===== src/rtl/sched_controller_if.sv =====
// Control bundle between the schedule controller and the 1-ALU/1-MUL datapath.
// master: controller side (receives start, drives selects/ops/enables).
// slave: datapath / top-level handshake side.
interface sched_controller_if #(
  parameter int SEL_W = 4
);
  logic             start;
  logic             busy;
  logic [SEL_W-1:0] alu1_sel1;
  logic [SEL_W-1:0] alu1_sel2;
  logic             alu1_op;
  logic [SEL_W-1:0] mul1_sel1;
  logic [SEL_W-1:0] mul1_sel2;
  logic             mul1_op;
  logic             reg_mul2_en;
  logic             reg_mul4_en;
  logic             reg_mul6_en;
  logic             reg_mul9_en;
  logic             reg_mul11_en;
  logic             reg_mul13_en;
  logic             reg_alu14_en;
  logic             result_en;
  logic             done_next;

  modport master (
    input  start,
    output busy, alu1_sel1, alu1_sel2, alu1_op, mul1_sel1, mul1_sel2, mul1_op,
           reg_mul2_en, reg_mul4_en, reg_mul6_en, reg_mul9_en, reg_mul11_en,
           reg_mul13_en, reg_alu14_en, result_en, done_next
  );

  modport slave (
    output start,
    input  busy, alu1_sel1, alu1_sel2, alu1_op, mul1_sel1, mul1_sel2, mul1_op,
           reg_mul2_en, reg_mul4_en, reg_mul6_en, reg_mul9_en, reg_mul11_en,
           reg_mul13_en, reg_alu14_en, result_en, done_next
  );
endinterface


===== src/rtl/sched_controller.sv =====
// Schedule controller for the 1-ALU/1-MUL datapath computing
//   result = ((i1*i2)*(i3*i4))*(i5*i6) + i7*i8  (mod 2^32)
// Walks a fixed 8-step schedule per run, with a one-deep queued start so
// back-to-back runs proceed without a bubble.
// Optional feature: define SCHED_CTRL_ABORT_EN to add the abort input, which
// cancels a run in any step before the final one.
module sched_controller #(
  parameter int               SEL_W    = 4,
  parameter logic [SEL_W-1:0] IDLE_SEL = SEL_W'(15)
) (
  input logic clk,
  input logic rst,
`ifdef SCHED_CTRL_ABORT_EN
  input logic abort,
`endif
  sched_controller_if.master bus
);

  localparam logic [0:0] ST_IDLE = 1'b0;
  localparam logic [0:0] ST_RUN  = 1'b1;

  localparam logic [2:0] LAST_STEP = 3'd7;

  // Operand select codes shared by the ALU and MUL input muxes.
  localparam logic [SEL_W-1:0] SEL_I1    = SEL_W'(0);
  localparam logic [SEL_W-1:0] SEL_I2    = SEL_W'(1);
  localparam logic [SEL_W-1:0] SEL_I3    = SEL_W'(2);
  localparam logic [SEL_W-1:0] SEL_I4    = SEL_W'(3);
  localparam logic [SEL_W-1:0] SEL_I5    = SEL_W'(4);
  localparam logic [SEL_W-1:0] SEL_I6    = SEL_W'(5);
  localparam logic [SEL_W-1:0] SEL_I7    = SEL_W'(6);
  localparam logic [SEL_W-1:0] SEL_I8    = SEL_W'(7);
  localparam logic [SEL_W-1:0] SEL_MUL2  = SEL_W'(8);
  localparam logic [SEL_W-1:0] SEL_MUL4  = SEL_W'(9);
  localparam logic [SEL_W-1:0] SEL_MUL6  = SEL_W'(10);
  localparam logic [SEL_W-1:0] SEL_MUL9  = SEL_W'(11);
  localparam logic [SEL_W-1:0] SEL_MUL11 = SEL_W'(12);
  localparam logic [SEL_W-1:0] SEL_MUL13 = SEL_W'(13);

  logic [0:0] state;
  logic [2:0] step;
  logic       pending;
  logic       abort_req;

  // Abort is honoured only before the last step; by S7 the result load is already issued.
`ifdef SCHED_CTRL_ABORT_EN
  assign abort_req = abort && (state == ST_RUN) && (step != LAST_STEP);
`else
  assign abort_req = 1'b0;
`endif

  // Sequencer: start/queue handling, step advance and rerun-or-idle decision after S7.
  always_ff @(posedge clk) begin
    if (rst) begin
      state   <= ST_IDLE;
      step    <= 3'd0;
      pending <= 1'b0;
    end else if (abort_req) begin
      state   <= ST_IDLE;
      step    <= 3'd0;
      pending <= 1'b0;
    end else begin
      case (state)
        ST_IDLE: begin
          step    <= 3'd0;
          pending <= 1'b0;
          if (bus.start) state <= ST_RUN;
        end
        ST_RUN: begin
          if (step == LAST_STEP) begin
            step    <= 3'd0;
            pending <= 1'b0;
            if (!(pending || bus.start)) state <= ST_IDLE;
          end else begin
            step <= step + 3'd1;
            if (bus.start) pending <= 1'b1;
          end
        end
        default: begin
          state   <= ST_IDLE;
          step    <= 3'd0;
          pending <= 1'b0;
        end
      endcase
    end
  end

  // Output decode: idle values by default, one schedule row per active step.
  always_comb begin
    bus.busy         = 1'b0;
    bus.alu1_sel1    = IDLE_SEL;
    bus.alu1_sel2    = IDLE_SEL;
    bus.alu1_op      = 1'b0;
    bus.mul1_sel1    = IDLE_SEL;
    bus.mul1_sel2    = IDLE_SEL;
    bus.mul1_op      = 1'b0;
    bus.reg_mul2_en  = 1'b0;
    bus.reg_mul4_en  = 1'b0;
    bus.reg_mul6_en  = 1'b0;
    bus.reg_mul9_en  = 1'b0;
    bus.reg_mul11_en = 1'b0;
    bus.reg_mul13_en = 1'b0;
    bus.reg_alu14_en = 1'b0;
    bus.result_en    = 1'b0;
    bus.done_next    = 1'b0;
    if (state == ST_RUN) begin
      bus.busy = 1'b1;
      case (step)
        3'd0: begin
          bus.mul1_sel1   = SEL_I1;
          bus.mul1_sel2   = SEL_I2;
          bus.reg_mul2_en = 1'b1;
        end
        3'd1: begin
          bus.mul1_sel1   = SEL_I3;
          bus.mul1_sel2   = SEL_I4;
          bus.reg_mul4_en = 1'b1;
        end
        3'd2: begin
          bus.mul1_sel1   = SEL_I5;
          bus.mul1_sel2   = SEL_I6;
          bus.reg_mul6_en = 1'b1;
        end
        3'd3: begin
          bus.mul1_sel1   = SEL_MUL2;
          bus.mul1_sel2   = SEL_MUL4;
          bus.reg_mul9_en = 1'b1;
        end
        3'd4: begin
          bus.mul1_sel1    = SEL_I7;
          bus.mul1_sel2    = SEL_I8;
          bus.reg_mul11_en = 1'b1;
        end
        3'd5: begin
          bus.mul1_sel1    = SEL_MUL9;
          bus.mul1_sel2    = SEL_MUL6;
          bus.reg_mul13_en = 1'b1;
        end
        3'd6: begin
          bus.alu1_sel1    = SEL_MUL13;
          bus.alu1_sel2    = SEL_MUL11;
          bus.reg_alu14_en = 1'b1;
        end
        default: begin
          bus.result_en = 1'b1;
          bus.done_next = 1'b1;
        end
      endcase
    end
  end

endmodule

===== src/flat_wrapper.sv =====
// flat-port wrapper written by rule: the top's interface ports become plain ports
module sched_controller_flat 
#(
  parameter int               SEL_W    = 4,
  parameter logic [SEL_W-1:0] IDLE_SEL = SEL_W'(15)
)
  (clk, rst, bus_start, bus_busy, bus_alu1_sel1, bus_alu1_sel2, bus_alu1_op, bus_mul1_sel1, bus_mul1_sel2, bus_mul1_op, bus_reg_mul2_en, bus_reg_mul4_en, bus_reg_mul6_en, bus_reg_mul9_en, bus_reg_mul11_en, bus_reg_mul13_en, bus_reg_alu14_en, bus_result_en, bus_done_next);
  sched_controller_if #(.SEL_W(SEL_W)) bus_i ();
  input logic clk;
  input logic rst;
  input wire logic [$bits(bus_i.start)-1:0] bus_start;
  output wire logic [$bits(bus_i.busy)-1:0] bus_busy;
  output wire logic [$bits(bus_i.alu1_sel1)-1:0] bus_alu1_sel1;
  output wire logic [$bits(bus_i.alu1_sel2)-1:0] bus_alu1_sel2;
  output wire logic [$bits(bus_i.alu1_op)-1:0] bus_alu1_op;
  output wire logic [$bits(bus_i.mul1_sel1)-1:0] bus_mul1_sel1;
  output wire logic [$bits(bus_i.mul1_sel2)-1:0] bus_mul1_sel2;
  output wire logic [$bits(bus_i.mul1_op)-1:0] bus_mul1_op;
  output wire logic [$bits(bus_i.reg_mul2_en)-1:0] bus_reg_mul2_en;
  output wire logic [$bits(bus_i.reg_mul4_en)-1:0] bus_reg_mul4_en;
  output wire logic [$bits(bus_i.reg_mul6_en)-1:0] bus_reg_mul6_en;
  output wire logic [$bits(bus_i.reg_mul9_en)-1:0] bus_reg_mul9_en;
  output wire logic [$bits(bus_i.reg_mul11_en)-1:0] bus_reg_mul11_en;
  output wire logic [$bits(bus_i.reg_mul13_en)-1:0] bus_reg_mul13_en;
  output wire logic [$bits(bus_i.reg_alu14_en)-1:0] bus_reg_alu14_en;
  output wire logic [$bits(bus_i.result_en)-1:0] bus_result_en;
  output wire logic [$bits(bus_i.done_next)-1:0] bus_done_next;
  assign bus_i.start = bus_start;
  assign bus_busy = bus_i.busy;
  assign bus_alu1_sel1 = bus_i.alu1_sel1;
  assign bus_alu1_sel2 = bus_i.alu1_sel2;
  assign bus_alu1_op = bus_i.alu1_op;
  assign bus_mul1_sel1 = bus_i.mul1_sel1;
  assign bus_mul1_sel2 = bus_i.mul1_sel2;
  assign bus_mul1_op = bus_i.mul1_op;
  assign bus_reg_mul2_en = bus_i.reg_mul2_en;
  assign bus_reg_mul4_en = bus_i.reg_mul4_en;
  assign bus_reg_mul6_en = bus_i.reg_mul6_en;
  assign bus_reg_mul9_en = bus_i.reg_mul9_en;
  assign bus_reg_mul11_en = bus_i.reg_mul11_en;
  assign bus_reg_mul13_en = bus_i.reg_mul13_en;
  assign bus_reg_alu14_en = bus_i.reg_alu14_en;
  assign bus_result_en = bus_i.result_en;
  assign bus_done_next = bus_i.done_next;
  sched_controller #(.SEL_W(SEL_W), .IDLE_SEL(IDLE_SEL)) u_core (.clk(clk), .rst(rst), .bus(bus_i));
endmodule

===== config.mk =====
export PLATFORM = sky130hd
export DESIGN_NAME = sched_controller_flat
export DESIGN_NICKNAME = d
export VERILOG_FILES = /design/src/rtl/sched_controller_if.sv /design/src/rtl/sched_controller.sv /design/src/flat_wrapper.sv
export SDC_FILE = /design/constraint.sdc
export NUM_CORES = 1
export LEC_CHECK = 0
export ABC_AREA = 1
export CAP_MARGIN = 20
export CORE_MARGIN = 2
export CORE_UTILIZATION = 35
export CTS_CLUSTER_SIZE = 28
export DETAILED_ROUTE_END_ITERATION = 8
export GPL_TIMING_DRIVEN = 1
export HOLD_SLACK_MARGIN = 0.1
export PLACE_DENSITY = 0.86
export SETUP_SLACK_MARGIN = 0.1
export SLEW_MARGIN = 20
export SYNTH_ARGS = -nofsm -noshare
export SYNTH_HDL_FRONTEND = slang
export SYNTH_SLANG_ARGS = --single-unit

===== constraint.sdc =====
create_clock -name clk -period 1.4 [get_ports clk]
set_input_delay 0.14 -clock clk [delete_from_list [all_inputs] [get_ports clk]]
set_output_delay 0.14 -clock clk [all_outputs]
set_load 0.1 [all_outputs]

==> summary.md, run 1 <==
| Metric | Value |
|---|---|
| Worst Skew | `4.05 ps` |
| Internal power | `0.000413 W` |
| H-tree lvl count | `1` |
| Fillers | `49` |
| Setup CP Type | `reg2out` |
| DP HPWL | `1.19 mm` |
| Grt ovf | `0` |
| Status | `finished, violations left` |
| WP data arrival | `~1600 ps` |
| Failing checks | `setup timing` |
| ANT cells | `0` |
| Finished Core Util | `0.899` |
| Mapped cell area | `499 sq um` |
| CP Launch Type | `flop` |
| Fmax | `564 MHz` |
| DRC | `0` |
| Die height | `between 40 and 50 microns` |
| Met1 wire length | `between 500 and 600 microns` |
| Routability cong. | `0.725` |
| CTS buffer count | `3` |
| Later-pin clock latency in the skew report | `240 ps` |
| Final #Nets | `108` |
| Wire per inst | `15.5 microns` |
| Post-route ant nets | `0` |
| Sw Share | `0.527` |
| Vias | `roughly 500` |
| First DRT Iteration DRCs | `2` |
| Hold Buf Count CTS | `0` |
| Commonest cells in the netlist | `buf_4 (14), inv_1 (10), nor2_1 (9)` |
| Count leader, synth | `buf_4` |
| Worst slack, placed | `-82.9 ps` |
| Final Max Tran Viols | `0` |
| Clk slew on worst S/H paths | `40 ps` |
| Area of the core | `1320 sq um` |
| Peak fanout along the critical path | `3` |
| # IOs | `31` |
| Die area | `1740 sq um` |
| Initial Util | `0.379` |
| Top cell type's share of synthesized area | `0.211` |
| Dominant synthesized flop cell | `dfxtp_1` |
| Crit path time final | `1770 ps` |
| # clock sinks | `5` |
| PwrDens | `between 700 and 800 nW/um^2` |
| Ys async rst share | `0` |
| #FFs+latches synth | `5` |
| Port-buffer cells | `23` |
| Switching power | `~0.00046 W` |
| Synth top area cells | `buf_4 (21%), dfxtp_1 (20%), ha_1 (15%)` |
| Synth-to-layout area growth | `137%` |
| Share of total power in combinational logic | `0.622` |
| Placed cell count | `106` |
| Post-synthesis sequential area ratio | `0.201` |
| WL final | `about 1.8 mm` |
| Final hold vios | `0` |
| Synth warn | `0` |
| Number of flops mapped to enable cells by yosys | `0` |
| Met2 Routed Length | `approximately 1.1 mm` |
| Unrepaired setup endpoints after global routing | `yes` |
| P_leak | `0.492 nW` |
| Initial antenna violation count | `0` |
| CTS tree | `done` |
| Critical Path RT | `1260 ps` |
| Overall Global Routing Usage | `0.167` |
| DRT Pass-1 Iters | `2` |
| Max-cap violations | `0` |
| Placement row count | `13` |
| Final std cells w/o fill | `approximately 110` |
| Endpoints failing setup | `20` |
| DIE WIDTH | `around 42 microns` |
| Vias per cell | `4.44` |
| Mapped Cells | `70` |
| CTS root buf | `clkbuf_4` |
| Synth unique cells | `16` |
| Ratio of cells with drive above 1 in the final layout | `0.724` |
| Buffer depth of the longest clock path | `2` |
| Vias in the first global route | `519` |
| DR WL met3 | `48 microns` |
| CP endpoint kind | `primary output` |
| Share of power burned in registers | `0.187` |
| Max rail drop VDD | `0.765 mV` |
| Final WS setup | `-373 ps` |
| Final hold slack | `between 400 and 500 ps` |
| Period utilisation layout | `1.27` |
| First-pass GRT wire length | `about 2.2 mm` |
| Largest net degree at the start of global routing | `10` |
| Hold Crit Class | `reg2reg` |
| Top cell type by total area after synthesis | `buf_4` |
| Mapped Avg Cell Area | `between 7 and 8 sq um` |
| Clock power frac | `0.191` |
| DR top layer | `met4` |
[stage by stage]
step	instance area, sq um	total power [W]	TNS [ps]
finish	1180	0.000873	-4110
global route	1180	0.000901	-5160
CTS	1110	0.000860	-4720
detailed placement	1080	0.000690	-514
global placement	1080	0.000679	-89.8
floorplan	733	0.000582	-3920
[logic make-up after synthesis]
group	share of synthesized area
AOI/OAI and AO/OA	0.0401
adders and majority gates	0.150
buffers and inverters	0.301
DFF	0.201
other	0.0150
and+or+nand+nor	0.293
[cell type report]
cell class	count	area [sq um]	share of cell area
Clock buffer	4	26.3	0.0222
Multi-Input combinational cell	44	457	0.385
Tap cell	15	18.8	0.0158
Inverter	12	57.6	0.0486
Timing Repair Buffer	33	515	0.435
Sequential cell	5	110	0.0929
[worst max-delay path, cell delays in order, from the launching register on]
cell	delay, ps
dfxtp_4	360
ha_4	170
ha_4	170
nor2_4	140
nor3b_4	340
buf_12	220
[sequential cells by signal, summed over array words and instances (netlist names)]
name,count
u_core.step,3
u_core.pending,1
u_core.state,1
[layer usage]
layer,GRT usage,up-vias
li1,-,247
met1,0.146,234
met2,0.341,19
met3,0.0348,2
met4,0.0903,0
met5,0,-
[worst paths after layout]
| kind | cells after the start | slack (ps) | startpoint | end |
|---|---|---|---|---|
| worst max-delay path | 5 | -370 | u_core.step[1] | bus_done_next |
| worst min-delay path | 2 | 480 | u_core.pending | u_core.pending |
| worst max register to register | 6 | 170 | u_core.step[1] | u_core.step[0] |
| worst min register to register | 2 | 480 | u_core.pending | u_core.pending |
[cell usage in the layout, fill, tap and decap left out, types with 2 or more instances in the layout]
cell             synthesis  layout
clkbuf_4                 0       3
clkinvlp_4               0       2
inv_2                    2       4
nand3_4                  1       5
dfxtp_2                  0       2
clkdlybuf4s50_1          0       2
ha_4                     0       4
nor2_4                   0       6
inv_1                   10       5
conb_1                   2       7
buf_4                   14      10
buf_12                   0      21
dfxtp_4                  0       2
nor2_1                   9       5
nand2_4                  1       3
nand2_1                  6       2
nand2_2                  1       3
[power groups by stage]
stage	clock network [W]	logic (W)	registers, W
floorplan	0	0.000412	0.000170
CTS	0.000172	0.000526	0.000162
global route	0.000180	0.000557	0.000164
global placement	0	0.000516	0.000164
finish	0.000167	0.000543	0.000163
detailed placement	0	0.000525	0.000164
[repair_timing]
| action | CTS | global route |
|---|---|---|
| gates resized for setup | 1 | 11 |
| pin swaps | 4 | 6 |
| setup buffers | 0 | 3 |
| endpoints found under the setup margin | 20 | 20 |
(Power assumes the default switching activity.)
==> inputs of run 2 (changes only) <==
--- a/config.mk
+++ b/config.mk
@@ -5,7 +5,6 @@
 export SDC_FILE = /design/constraint.sdc
 export NUM_CORES = 1
 export LEC_CHECK = 0
-export ABC_AREA = 1
 export CAP_MARGIN = 20
 export CORE_MARGIN = 2
 export CORE_UTILIZATION = 35
@@ -13,7 +12,7 @@
 export DETAILED_ROUTE_END_ITERATION = 8
 export GPL_TIMING_DRIVEN = 1
 export HOLD_SLACK_MARGIN = 0.1
-export PLACE_DENSITY = 0.86
+export PLACE_DENSITY = 0.87
 export SETUP_SLACK_MARGIN = 0.1
 export SLEW_MARGIN = 20
 export SYNTH_ARGS = -nofsm -noshare
==> run 2 against run 1 <==
  * The run still ends with setup timing left
  * Worst setup slack lost 45 ps
  * Sequential power barely moved
  * Non-clock buffer count grew 7
  * Critical endpoint is now bus_mul1_sel1[2]
  * Highest routed layer unchanged
==> summary.md, run 2 <==
| Metric | Value |
|---|---|
| Synth warn | `0` |
| Largest net degree at the start of global routing | `14` |
| Final #Nets | `roughly 110` |
| Initial antenna violation count | `0` |
| DP HPWL | `1.05 mm` |
| Endpoints failing setup | `24` |
| WP data arrival | `1680 ps` |
| Commonest cells in the netlist | `buf_4 (13), nor2_1 (8), inv_1 (7), ha_1 (6), dfxtp_1 (5)` |
| First DRT Iteration DRCs | `9` |
| Final hold slack | `~530 ps` |
| # IOs | `31` |
| CP endpoint kind | `primary output` |
| Max-cap violations | `0` |
| Post-synthesis sequential area ratio | `0.206` |
| Mapped cell area | `between 400 and 500 sq um` |
| H-tree lvl count | `1` |
| Grt ovf | `0` |
| Vias in the first global route | `544` |
| Vias per cell | `5.18` |
| CTS tree | `done` |
| ANT cells | `0` |
| PwrDens | `678 nW/um^2` |
| Port-buffer cells | `23` |
| Placement-stage cell area | `1040 sq um` |
| Failing checks | `setup timing` |
| Unrepaired setup endpoints after global routing | `yes` |
| Ratio of cells with drive above 1 in the final layout | `0.788` |
| Later-pin clock latency in the skew report | `roughly 240 ps` |
| Synth top area cells | `dfxtp_1 (21%), buf_4 (20%), ha_1 (15%)` |
| Peak fanout along the critical path | `3` |
| Hold Path Depth | `2` |
| Ys async rst share | `0` |
| Top cell type by total area after synthesis | `dfxtp_1` |
| Hold Buf Count CTS | `0` |
| Status | `finished, violations left` |
| Final Max Tran Viols | `0` |
| Hold Crit Class | `in2reg` |
| Final instance area | `1250 sq um` |
| Max FFs per register | `3` |
| # clock sinks | `5` |
| Count leader, synth | `buf_4` |
| CTS buffer count | `3` |
| Largest register by flop count | `u_core.step` |
| DRT Pass-1 Iters | `4` |
| Mapped Avg Cell Area | `7.59 sq um` |
| Buffer depth of the longest clock path | `2` |
| Period utilisation layout | `1.30` |
| Vias | `~590` |
| Setup TNS Final | `-6340 ps` |
| #FFs+latches synth | `5` |
| CP Launch Type | `flop` |
| Final WS setup | `-417 ps` |
| DRC | `0` |
| Largest registers | `u_core.step: 3 flops, u_core.pending: 1 flops, u_core.state: 1 flops` |
| Initial Util | `0.373` |
| Dominant synthesized flop cell | `dfxtp_1` |
| DIE WIDTH | `41.2 microns` |
| WL final | `between 2 and 2.5 mm` |
| Routability cong. | `0.790` |
| Critical Path RT | `1260 ps` |
| Most common cell after layout, fill and taps aside | `buf_12` |
| Most frequent cells in the layout | `buf_12 (24), buf_4 (11), conb_1 (7), ha_4 (5)` |
| Placement row count | `13` |
| Max rail drop VDD | `0.537 mV` |
| Crit path time final | `roughly 1800 ps` |
| Mapped Cells | `64` |
| Die height | `41.2 microns` |
| P_leak | `0.545 nW` |
| Overall Global Routing Usage | `0.250` |
| Post-route ant nets | `0` |
| Worst Skew | `1.82 ps` |
| Die area | `1700 sq um` |
| First-pass GRT wire length | `2.62 mm` |
| Top cell type's share of synthesized area | `0.206` |
| Final hold vios | `0` |
| Synth-to-layout area growth | `158%` |
| CTS root buf | `clkbuf_4` |
| Worst slack, placed | `-189 ps` |
| R2r worst-path depth | `6` |
| Setup CP Type | `reg2out` |
| Finished Core Util | `0.963` |
| Area of the core | `roughly 1300 sq um` |
| Clk slew on worst S/H paths | `50 ps` |
| Fmax | `approximately 550 MHz` |
| Number of flops mapped to enable cells by yosys | `0` |
| Wire per inst | `19.4 microns` |
| Synth unique cells | `22` |
run 2: cell types whose count changed after synthesis, sizes merged, moves of 2 or more:
cell and change:
nand3 -5, and3 +2, a21oi -2, nor2 -3, inv -5, nand2 -6, and2 +4
run 2: path summary, 6_finish.rpt:
kind | startpoint | to | slack [ps]
max | u_core.step[1] | bus_mul1_sel1[2] | -420
min | rst | u_core.state | 530
max reg2reg | u_core.step[1] | u_core.pending | -180
min reg2reg | u_core.pending | u_core.pending | 570
run 2: logic make-up (layout without fill, tap and decap cells):
family                   Yosys count  after routing  share of synthesized area
buffers and inverters             21             51                      0.265
other                              2              7                     0.0155
flip-flops                         5              5                      0.206
AND/OR/NAND/NOR                   23             23                      0.260
adder cells (fa/ha/maj)            6              6                      0.155
multiplexers                       1              1                     0.0206
AO/OA/AOI/OAI                      6              6                     0.0773
run 2: critical path, stage by stage (launching register included):
cell      delay (ps)
dfxtp_4          360
ha_4             170
ha_4             180
buf_12           130
o311ai_4         380
buf_12           230
run 2: final cells by class:
cell class | count | area (sq um)
timing repair buffer | 40 | 617
inverter | 7 | 30.0
multi-input combinational | 43 | 449
tap | 15 | 18.8
fill | 25 | 47.5
sequential | 5 | 113
clock buffer | 4 | 26.3
run 2: power by group:
group | switching [W] | leakage (nW) | total (W) | internal [W]
Clock | 0.0000610 | 0.0150 | 0.000169 | 0.000108
Combinational | 0.000354 | 0.487 | 0.000521 | 0.000167
Sequential | 0.0000148 | 0.0434 | 0.000161 | 0.000146
Total | 0.000429 | 0.545 | 0.000850 | 0.000421
run 2: layer usage:
metal	vias to the layer above	track usage	wire (microns)
li1	258	-	-
met1	284	0.311	741
met2	32	0.398	1230
met3	17	0.0543	128
met4	0	0.129	118
met5	-	0	0
run 2: stage by stage:
stage	total power (W)	instances
floorplan	0.000518	69
global placement	0.000619	100
detailed placement	0.000625	100
CTS	0.000805	106
global route	0.000887	114
finish	0.000850	114
run 2: timing repair:
action / in CTS / in global routing
setup endpoints to repair: 24 / 24
gates resized for setup: 12 / 17
setup buffers: 2 / 8
pin swaps: 5 / 6
endpoints found under the hold margin: 0 / 0
